===== src/rtl/reduction_seq.sv =====
// Vector-reduce sequencer for the byte-sum reduction unit.
// The sequencer reads consecutive register pairs from the register file and
// registers each pair onto the reduction unit operands. It then accumulates
// the low 10 bits of every per-pair result into a 16-bit total.
//
// state | meaning
// IDLE  | waiting for start; addresses and operands hold their last values
// RUN   | issue one register pair per cycle to the reduction unit
// DRAIN | fold the last issued pair into the accumulator, load result
// DONE  | done pulse; result valid; start ignored
module reduction_seq #(
  parameter int ADDR_W = 4
) (
  input  logic              clk,
  input  logic              rst_n,
  input  logic              start,
  input  logic [ADDR_W-1:0] base_addr,
  input  logic [ADDR_W-1:0] num_pairs,
  output logic [ADDR_W-1:0] rf_addr_a,
  output logic [ADDR_W-1:0] rf_addr_b,
  input  logic [15:0]       rf_data_a,
  input  logic [15:0]       rf_data_b,
  output logic [15:0]       ru_a,
  output logic [15:0]       ru_b,
  input  logic [15:0]       ru_s,
  output logic              busy,
  output logic              done,
  output logic [15:0]       result
);

  typedef enum logic [1:0] {IDLE, RUN, DRAIN, DONE} state_t;

  state_t            state_q;
  logic [ADDR_W-1:0] ptr_q;
  logic [ADDR_W-1:0] cnt_q;
  logic [ADDR_W-1:0] rf_addr_a_q, rf_addr_b_q;
  logic [15:0]       ru_a_q, ru_b_q;
  logic [15:0]       acc_q, acc_d;
  logic [15:0]       result_q;
  logic              pipe_v_q;
  logic              busy_q, done_q;

  // Accumulate stage: bits 15:10 of ru_s are sign-extension artefacts, so
  // only the unsigned byte sum in bits 9:0 is added.
  always_comb begin
    acc_d = acc_q;
    if (pipe_v_q) acc_d = acc_q + {6'b0, ru_s[9:0]};
  end

  // Sequencer FSM with registered outputs; the result is loaded on entry to
  // DONE so that it is visible together with the done pulse.
  always_ff @(posedge clk or negedge rst_n) begin
    if (!rst_n) begin
      state_q     <= IDLE;
      ptr_q       <= '0;
      cnt_q       <= '0;
      rf_addr_a_q <= '0;
      rf_addr_b_q <= '0;
      ru_a_q      <= '0;
      ru_b_q      <= '0;
      acc_q       <= '0;
      result_q    <= '0;
      pipe_v_q    <= 1'b0;
      busy_q      <= 1'b0;
      done_q      <= 1'b0;
    end else begin
      done_q <= 1'b0;
      acc_q  <= acc_d;
      unique case (state_q)
        IDLE: begin
          if (start) begin
            busy_q <= 1'b1;
            acc_q  <= '0;
            if (num_pairs != '0) begin
              ptr_q       <= base_addr;
              cnt_q       <= num_pairs;
              rf_addr_a_q <= base_addr;
              rf_addr_b_q <= base_addr + ADDR_W'(1);
              state_q     <= RUN;
            end else begin
              result_q <= '0;
              done_q   <= 1'b1;
              state_q  <= DONE;
            end
          end
        end
        RUN: begin
          ru_a_q   <= rf_data_a;
          ru_b_q   <= rf_data_b;
          pipe_v_q <= 1'b1;
          ptr_q    <= ptr_q + ADDR_W'(2);
          cnt_q    <= cnt_q - ADDR_W'(1);
          if (cnt_q == ADDR_W'(1)) begin
            state_q <= DRAIN;
          end else begin
            rf_addr_a_q <= ptr_q + ADDR_W'(2);
            rf_addr_b_q <= ptr_q + ADDR_W'(3);
          end
        end
        DRAIN: begin
          pipe_v_q <= 1'b0;
          result_q <= acc_d;
          done_q   <= 1'b1;
          state_q  <= DONE;
        end
        DONE: begin
          busy_q  <= 1'b0;
          state_q <= IDLE;
        end
        default: state_q <= IDLE;
      endcase
    end
  end

  assign rf_addr_a = rf_addr_a_q;
  assign rf_addr_b = rf_addr_b_q;
  assign ru_a      = ru_a_q;
  assign ru_b      = ru_b_q;
  assign busy      = busy_q;
  assign done      = done_q;
  assign result    = result_q;

endmodule


===== config.mk =====
export PLATFORM = sky130hd
export DESIGN_NAME = reduction_seq
export DESIGN_NICKNAME = d
export VERILOG_FILES = /design/src/rtl/reduction_seq.sv
export SDC_FILE = /design/constraint.sdc
export NUM_CORES = 1
export LEC_CHECK = 0
export ABC_AREA = 1
export CAP_MARGIN = 20
export CORE_ASPECT_RATIO = 0.8
export CORE_MARGIN = 5
export CORE_UTILIZATION = 25
export DETAILED_ROUTE_END_ITERATION = 10
export DONT_BUFFER_PORTS = 1
export MAX_ROUTING_LAYER = met4
export SYNTH_ARGS = -nofsm -noshare
export SYNTH_HDL_FRONTEND = slang
export SYNTH_SLANG_ARGS = --single-unit

===== constraint.sdc =====
create_clock -name clk -period 2.1 [get_ports clk]
set_clock_uncertainty 0.05 [all_clocks]
set_input_delay 0.63 -clock clk [delete_from_list [all_inputs] [get_ports clk]]
set_output_delay 0.63 -clock clk [all_outputs]
set_load 0.005 [all_outputs]

* After elaboration in Yosys (flattened, before gate mapping) *
Index checks and enable logic that the tools add are counted.

cells by class
  equality and inequality tests = 9
  add/sub/neg operators = 5
  reductions and logical operators = 11
  muxes and demuxes = 28

operators by type and width
  kind                 number
  $mux 16              5
  $mux 4               8
  $pmux 16 s2          1
  $pmux 4 s2           4
  $add 16x10->16       1
  $ne 2x2->1 const B   5
  $add 4x2->4 const B  2
  $pmux 2 s4           1
  $reduce_bool 2->1    4
  $mux 2               3
  $pmux 1 s2           3
  $reduce_and 3->1     2
  $add 4x1->4 const B  1
  $eq 2x2->1 const B   2
  $eq 4x1->1 const B   1
  $reduce_and 2->1     2
  $reduce_and 4->1     1
  $reduce_bool 4->1    1
  $sub 4x1->4 const B  1
  $mux 1               3
  $eq 2x1->1 const B   1
  $logic_not 2->1      1

word-level totals
  bits in registers = 85
  logic and storage cells = 65

* Longest topological paths before layout *
  depth after elaboration = 4
  gate-level depth with buffers = 12
  mapped depth without buffers = 12

* Worst setup path before layout *
No wires, ideal clock.

  path type = input -> register
  start = input ru_s[0]
  end = register result_q[6] (netlist: result[6])
  required time = 1933 ps
  library setup time = 117 ps
  data arrival time = 1827 ps
  setup slack = 105 ps
  stages on the path = 9
  path buffers = 0
  cells stage by stage = ha_1 -> fa_1 -> nand3_1 -> nand3_1 -> nand2_1 -> a21o_1 -> nand3_1 -> nand3_1 -> nand2_1

between the ends
  word-level cells in the longest chain between the ends = 3

RTL lines
  element               RTL line  text
  start, declared       25        input logic [15:0] ru_s,
  $add 16x10->16        47        if (pipe_v_q) acc_d = acc_q + {6'b0, ru_s[9:0]};
  $mux 16               47
  $pmux 16 s2           69        unique case (state_q)
  end signal, assigned  62        result_q <= '0;
  end signal, assigned  81        result_q <= '0;
  end signal, assigned  102       result_q <= acc_d;
  end, declared         39        logic [15:0] result_q;

No other way between the ends.
A chain may end at the register's enable or synchronous reset.

* Worst setup path after layout *
  start = register state_q[0]
  end = register rf_addr_b_q[3] (netlist: rf_addr_b[3])

between the ends
  word-level cells in the longest chain between the ends = 3
  elaborated cells between the ends (all ways) = 8
  those cells by class = eq/ne (4); mux (1); reduce/logical (3)

RTL lines
  element                                                           RTL line  text
  start, declared                                                   33        state_t state_q;
  start signal, assigned                                            54        state_q <= IDLE;
  start signal, assigned                                            79        state_q <= RUN;
  start signal, assigned                                            83        state_q <= DONE;
  $eq 2x1->1 or $logic_not 2->1 (tied branches)                     69
  $ne 2x2->1 (no source line) or $reduce_bool 2->1 (tied branches)  --
  $reduce_and 4->1 (no source line)                                 --
  end signal, assigned                                              78        rf_addr_b_q <= base_addr + ADDR_W'(1);
  end signal, assigned                                              97        rf_addr_b_q <= ptr_q + ADDR_W'(3);
  end, declared                                                     36        logic [ADDR_W-1:0] rf_addr_a_q, rf_addr_b_q;

Parallel ways exist; a longest one is shown, timed or not.

==> key figures <==
CTS
  • CTS Buffer Depth: 2
  • Post-CTS Repair Setup Buffers: 0
  • Clock transition at path regs: 0.07 ns
  • CTS tree: built
  • H-tree levels: 3
  • CTS Buf Count: 9
  • Skew-Pair Late Insertion Delay: 0.35 ns
  • Clk sinks: 85
  • Root buffer cell: clkbuf_16

Pwr
  • PwrDens: 1620 nW/um^2
  • Worst IR drop on VDD: 0.559 mV
  • Lkg Pwr: 2.53 nW
  • Post-layout power: 0.00795 W

Finish
  • Area Overhead vs Synth: 13.4%
  • Fin util: 0.286
  • Ant. Diodes: 0
  • Layout fillers: 1819
  • Final Non-Filler Cells: 776
  • Layout cell share with drive strength beyond 1: 0.0871
  • Nets@finish: 626

Timing
  • Pins Over Slew Limit: 0
  • Fin crit share: 0.890
  • Final min period: 1.87 ns
  • Hold WS: -0.0824 ns
  • Final hold violation count: 85
  • Headroom to the max-slew limit: 0.699
  • Fmax: 535 MHz
  • Final setup viols: 0
  • Slew @ Worst Pin: 0.452 ns
  • RSZ-0062 raised after global routing: false

Flow run
  • Max-cap viol count: 0

Global route
  • Vias in the first global route: 3389
  • Largest net degree at the start of global routing: 86
  • First-pass GRT wire length: 17.5 mm
  • Remaining Overflow, GRT: 0
  • Initial antenna violation count: 0
  • Gr usage total: 0.115

Yosys
  • Mux contribution to synthesized area: 0.00463
  • Synth Flop Type: dfrtp_1
  • Top post-synthesis cells by area: dfrtp_1 (49%), nand2_1 (20%), ha_1 (5.8%)
  • Ys async rst share: 1.00
  • Most common cell in the netlist: nand2_1
  • Avg Inst Size Synth: 7.98 um^2
  • Synth Area in Compound Gates: 0.0743
  • Ys Warns: 0
  • Synth top area share: 0.492
  • Simple-Gate Fraction of Synth Area: 0.296
  • Post-synth EDFFs: 0
  • Largest family of logic cells by synthesized area: simple AND/OR/NAND/NOR gates
  • Netlist cell types: 39
  • Adder-cell area share of the yosys netlist: 0.0625
  • Syn Std Cell Area: 4330 um^2
  • Syn_nets: 622
  • Synth area leader: dfrtp_1
  • Post-synthesis xor/xnor area fraction: 0.0121
  • Commonest cells in the netlist: nand2_1 (231), dfrtp_1 (85), inv_1 (36)
  • Yosys reg bits: 85
  • Synth Instances: 542
  • Post-synthesis sequential area ratio: 0.492

Worst setup path
  • Slowest CP cell: dfrtp_1
  • Critical path launch point: state_q[0]
  • Levels on crit path: 9
  • Reg2reg setup slack: 0.23 ns
  • Slowest stage delay, CP: 0.40 ns
  • Worst-path fanout max: 8
  • Worst reg2reg endpoint: rf_addr_b[3]
  • Startpoint Class: flip-flop
  • Reg-to-Reg Start: state_q[0]
  • Worst Setup End Kind: flip-flop
  • CP bufs+invs: 2
  • Cell Chain, Critical Path: inv_1 -> ha_1 -> inv_2 -> nor2_1 -> a21oi_2 -> nand2_2 -> nor2_4 -> nand3_1 -> o21a_1
  • Cell family with most CP delay: simple AND/OR/NAND/NOR gates
  • Arr. time, crit path: 2.06 ns
  • Crit Path Class: reg -> reg
  • Crit path to: rf_addr_b[3]
  • R2R depth: 9
  • CP required: 2.29 ns

Hold path
  • Hold Crit Class: in -> async

Floorplanning
  • Site row count: 43
  • Chip width: 157 um
  • Initial Util: 0.252
  • Die H: 128 um
  • CORE AREA: 17200 um^2
  • Ports: 117
  • Die area: 20100 um^2

Route
  • DRT iter0 DRCs: 169
  • Final wirelength: 10.6 mm
  • Via count: 3382
  • Antenna-violating nets left: 0
  • Detailed-route DRC error count: 0
  • Pre-Repair DR Iteration Count: 4
  • Vias per inst: 4.36
  • WL/cell: 13.7 um

Status
  • Status: complete, but fails checks
  • Failing checks: hold timing

Place
  • Port Buffer Count: 0
  • Cells after DPL: 760
  • Post-DP HPWL: 7.69 mm
  • Final Wtd Congestion: 0.857
[state kept, by name (all words and copies together), names as in the netlist, named ones only]
signal	flops
result	16
busy	1
ptr_q	4
rf_addr_a	4
done	1
cnt_q	4
pipe_v_q	1
rf_addr_b	4
ru_b	16
ru_a	16
state_q	2
acc_q	15
[how the worst min path moves through the flow]
stage	startpoint	endpoint	slack [ns]	cells past startpoint
after floorplan	rst_n	async pin	0.28	0
after global placement	rst_n	result[3]	0.29	0
after detailed placement	rst_n	result[4]	0.29	0
after CTS	rst_n	ru_a[3]	-0.10	0
after global routing	rst_n	result[3]	-0.11	0
final	rst_n	result[4]	-0.08	0
[cell type report]
| cell class | instances | area (um^2) | area share |
|---|---|---|---|
| clock inverters | 6 | 76.3 | 0.0156 |
| clock buffers | 10 | 239 | 0.0487 |
| repair buffers | 9 | 67.6 | 0.0138 |
| flip-flops and latches | 85 | 2130 | 0.433 |
| multi-input cells | 396 | 1940 | 0.396 |
| well taps | 225 | 282 | 0.0574 |
| inverters | 45 | 171 | 0.0349 |
[worst reg2reg max path: stages (launching register included)]
cell and delay (ns):
dfrtp_1 0.40, inv_1 0.08, ha_1 0.30, inv_2 0.14
nor2_1 0.06, a21oi_2 0.11, nand2_2 0.13, nor2_4 0.25
nand3_1 0.13, o21a_1 0.13
[placed cells by master, fill, tap and decap left out, types with 2 or more instances in the layout]
| cell type | Yosys | final |
|---|---|---|
| nand3_1 | 32 | 32 |
| nand2_1 | 231 | 231 |
| a21o_1 | 2 | 2 |
| a21oi_2 | 2 | 2 |
| o21ai_1 | 8 | 8 |
| a21oi_1 | 9 | 9 |
| buf_4 | 2 | 9 |
| o21ai_0 | 25 | 25 |
| inv_1 | 36 | 36 |
| dfrtp_1 | 85 | 85 |
| nor2_4 | 2 | 2 |
| mux2i_1 | 2 | 2 |
| inv_6 | 0 | 3 |
| xnor2_1 | 5 | 5 |
| nand3_2 | 3 | 3 |
| nand3b_1 | 2 | 2 |
| inv_2 | 7 | 7 |
| nor3_1 | 2 | 2 |
| clkbuf_16 | 0 | 9 |
| o211ai_2 | 2 | 2 |
| nor2_1 | 30 | 30 |
| or2_2 | 4 | 4 |
| ha_1 | 20 | 20 |
| o21a_1 | 2 | 2 |
| nand4_1 | 3 | 3 |
[repair_timing]
action | CTS | global route
gates resized for setup | 0 | 0
endpoints found under the hold margin | 85 | 85
setup endpoints to repair | 0 | 0
[cells by family after synthesis]
logic type	count (synthesis)
xor+xnor	6
compound gates	55
mux	2
simple gates	312
flops	85
fa+ha+maj	21
buf+inv	61
[stage by stage]
| step | hold slack, ns | worst slack, ns | TNS (ns) | cell area (um^2) |
|---|---|---|---|---|
| finish | -0.0824 | 0.231 | 0 | 4910 |
| global route | -0.107 | 0.0554 | 0 | 4910 |
| CTS | -0.105 | 0.216 | 0 | 4910 |
| detailed placement | 0.287 | -0.0232 | -0.0390 | 4590 |
| global placement | 0.287 | 0.00891 | 0 | 4590 |
| floorplan | 0.284 | 0.105 | 0 | 4330 |
[where the power goes]
group	leakage, nW	internal [W]	switching [W]
Combinational	1.31	0.00117	0.00211
Clock	0.156	0.000978	0.000729
Sequential	1.07	0.00238	0.000584
[routing by layer]
layer  up-vias  part of all wire  GRT usage
met5         -                 0          -
met4         0             0.014     0.0349
met3        11             0.086     0.0472
met2       105              0.43      0.164
met1      1544              0.47      0.150
li1       1722                 -          -
No activity file was read; power rests on OpenSTA's default activity.
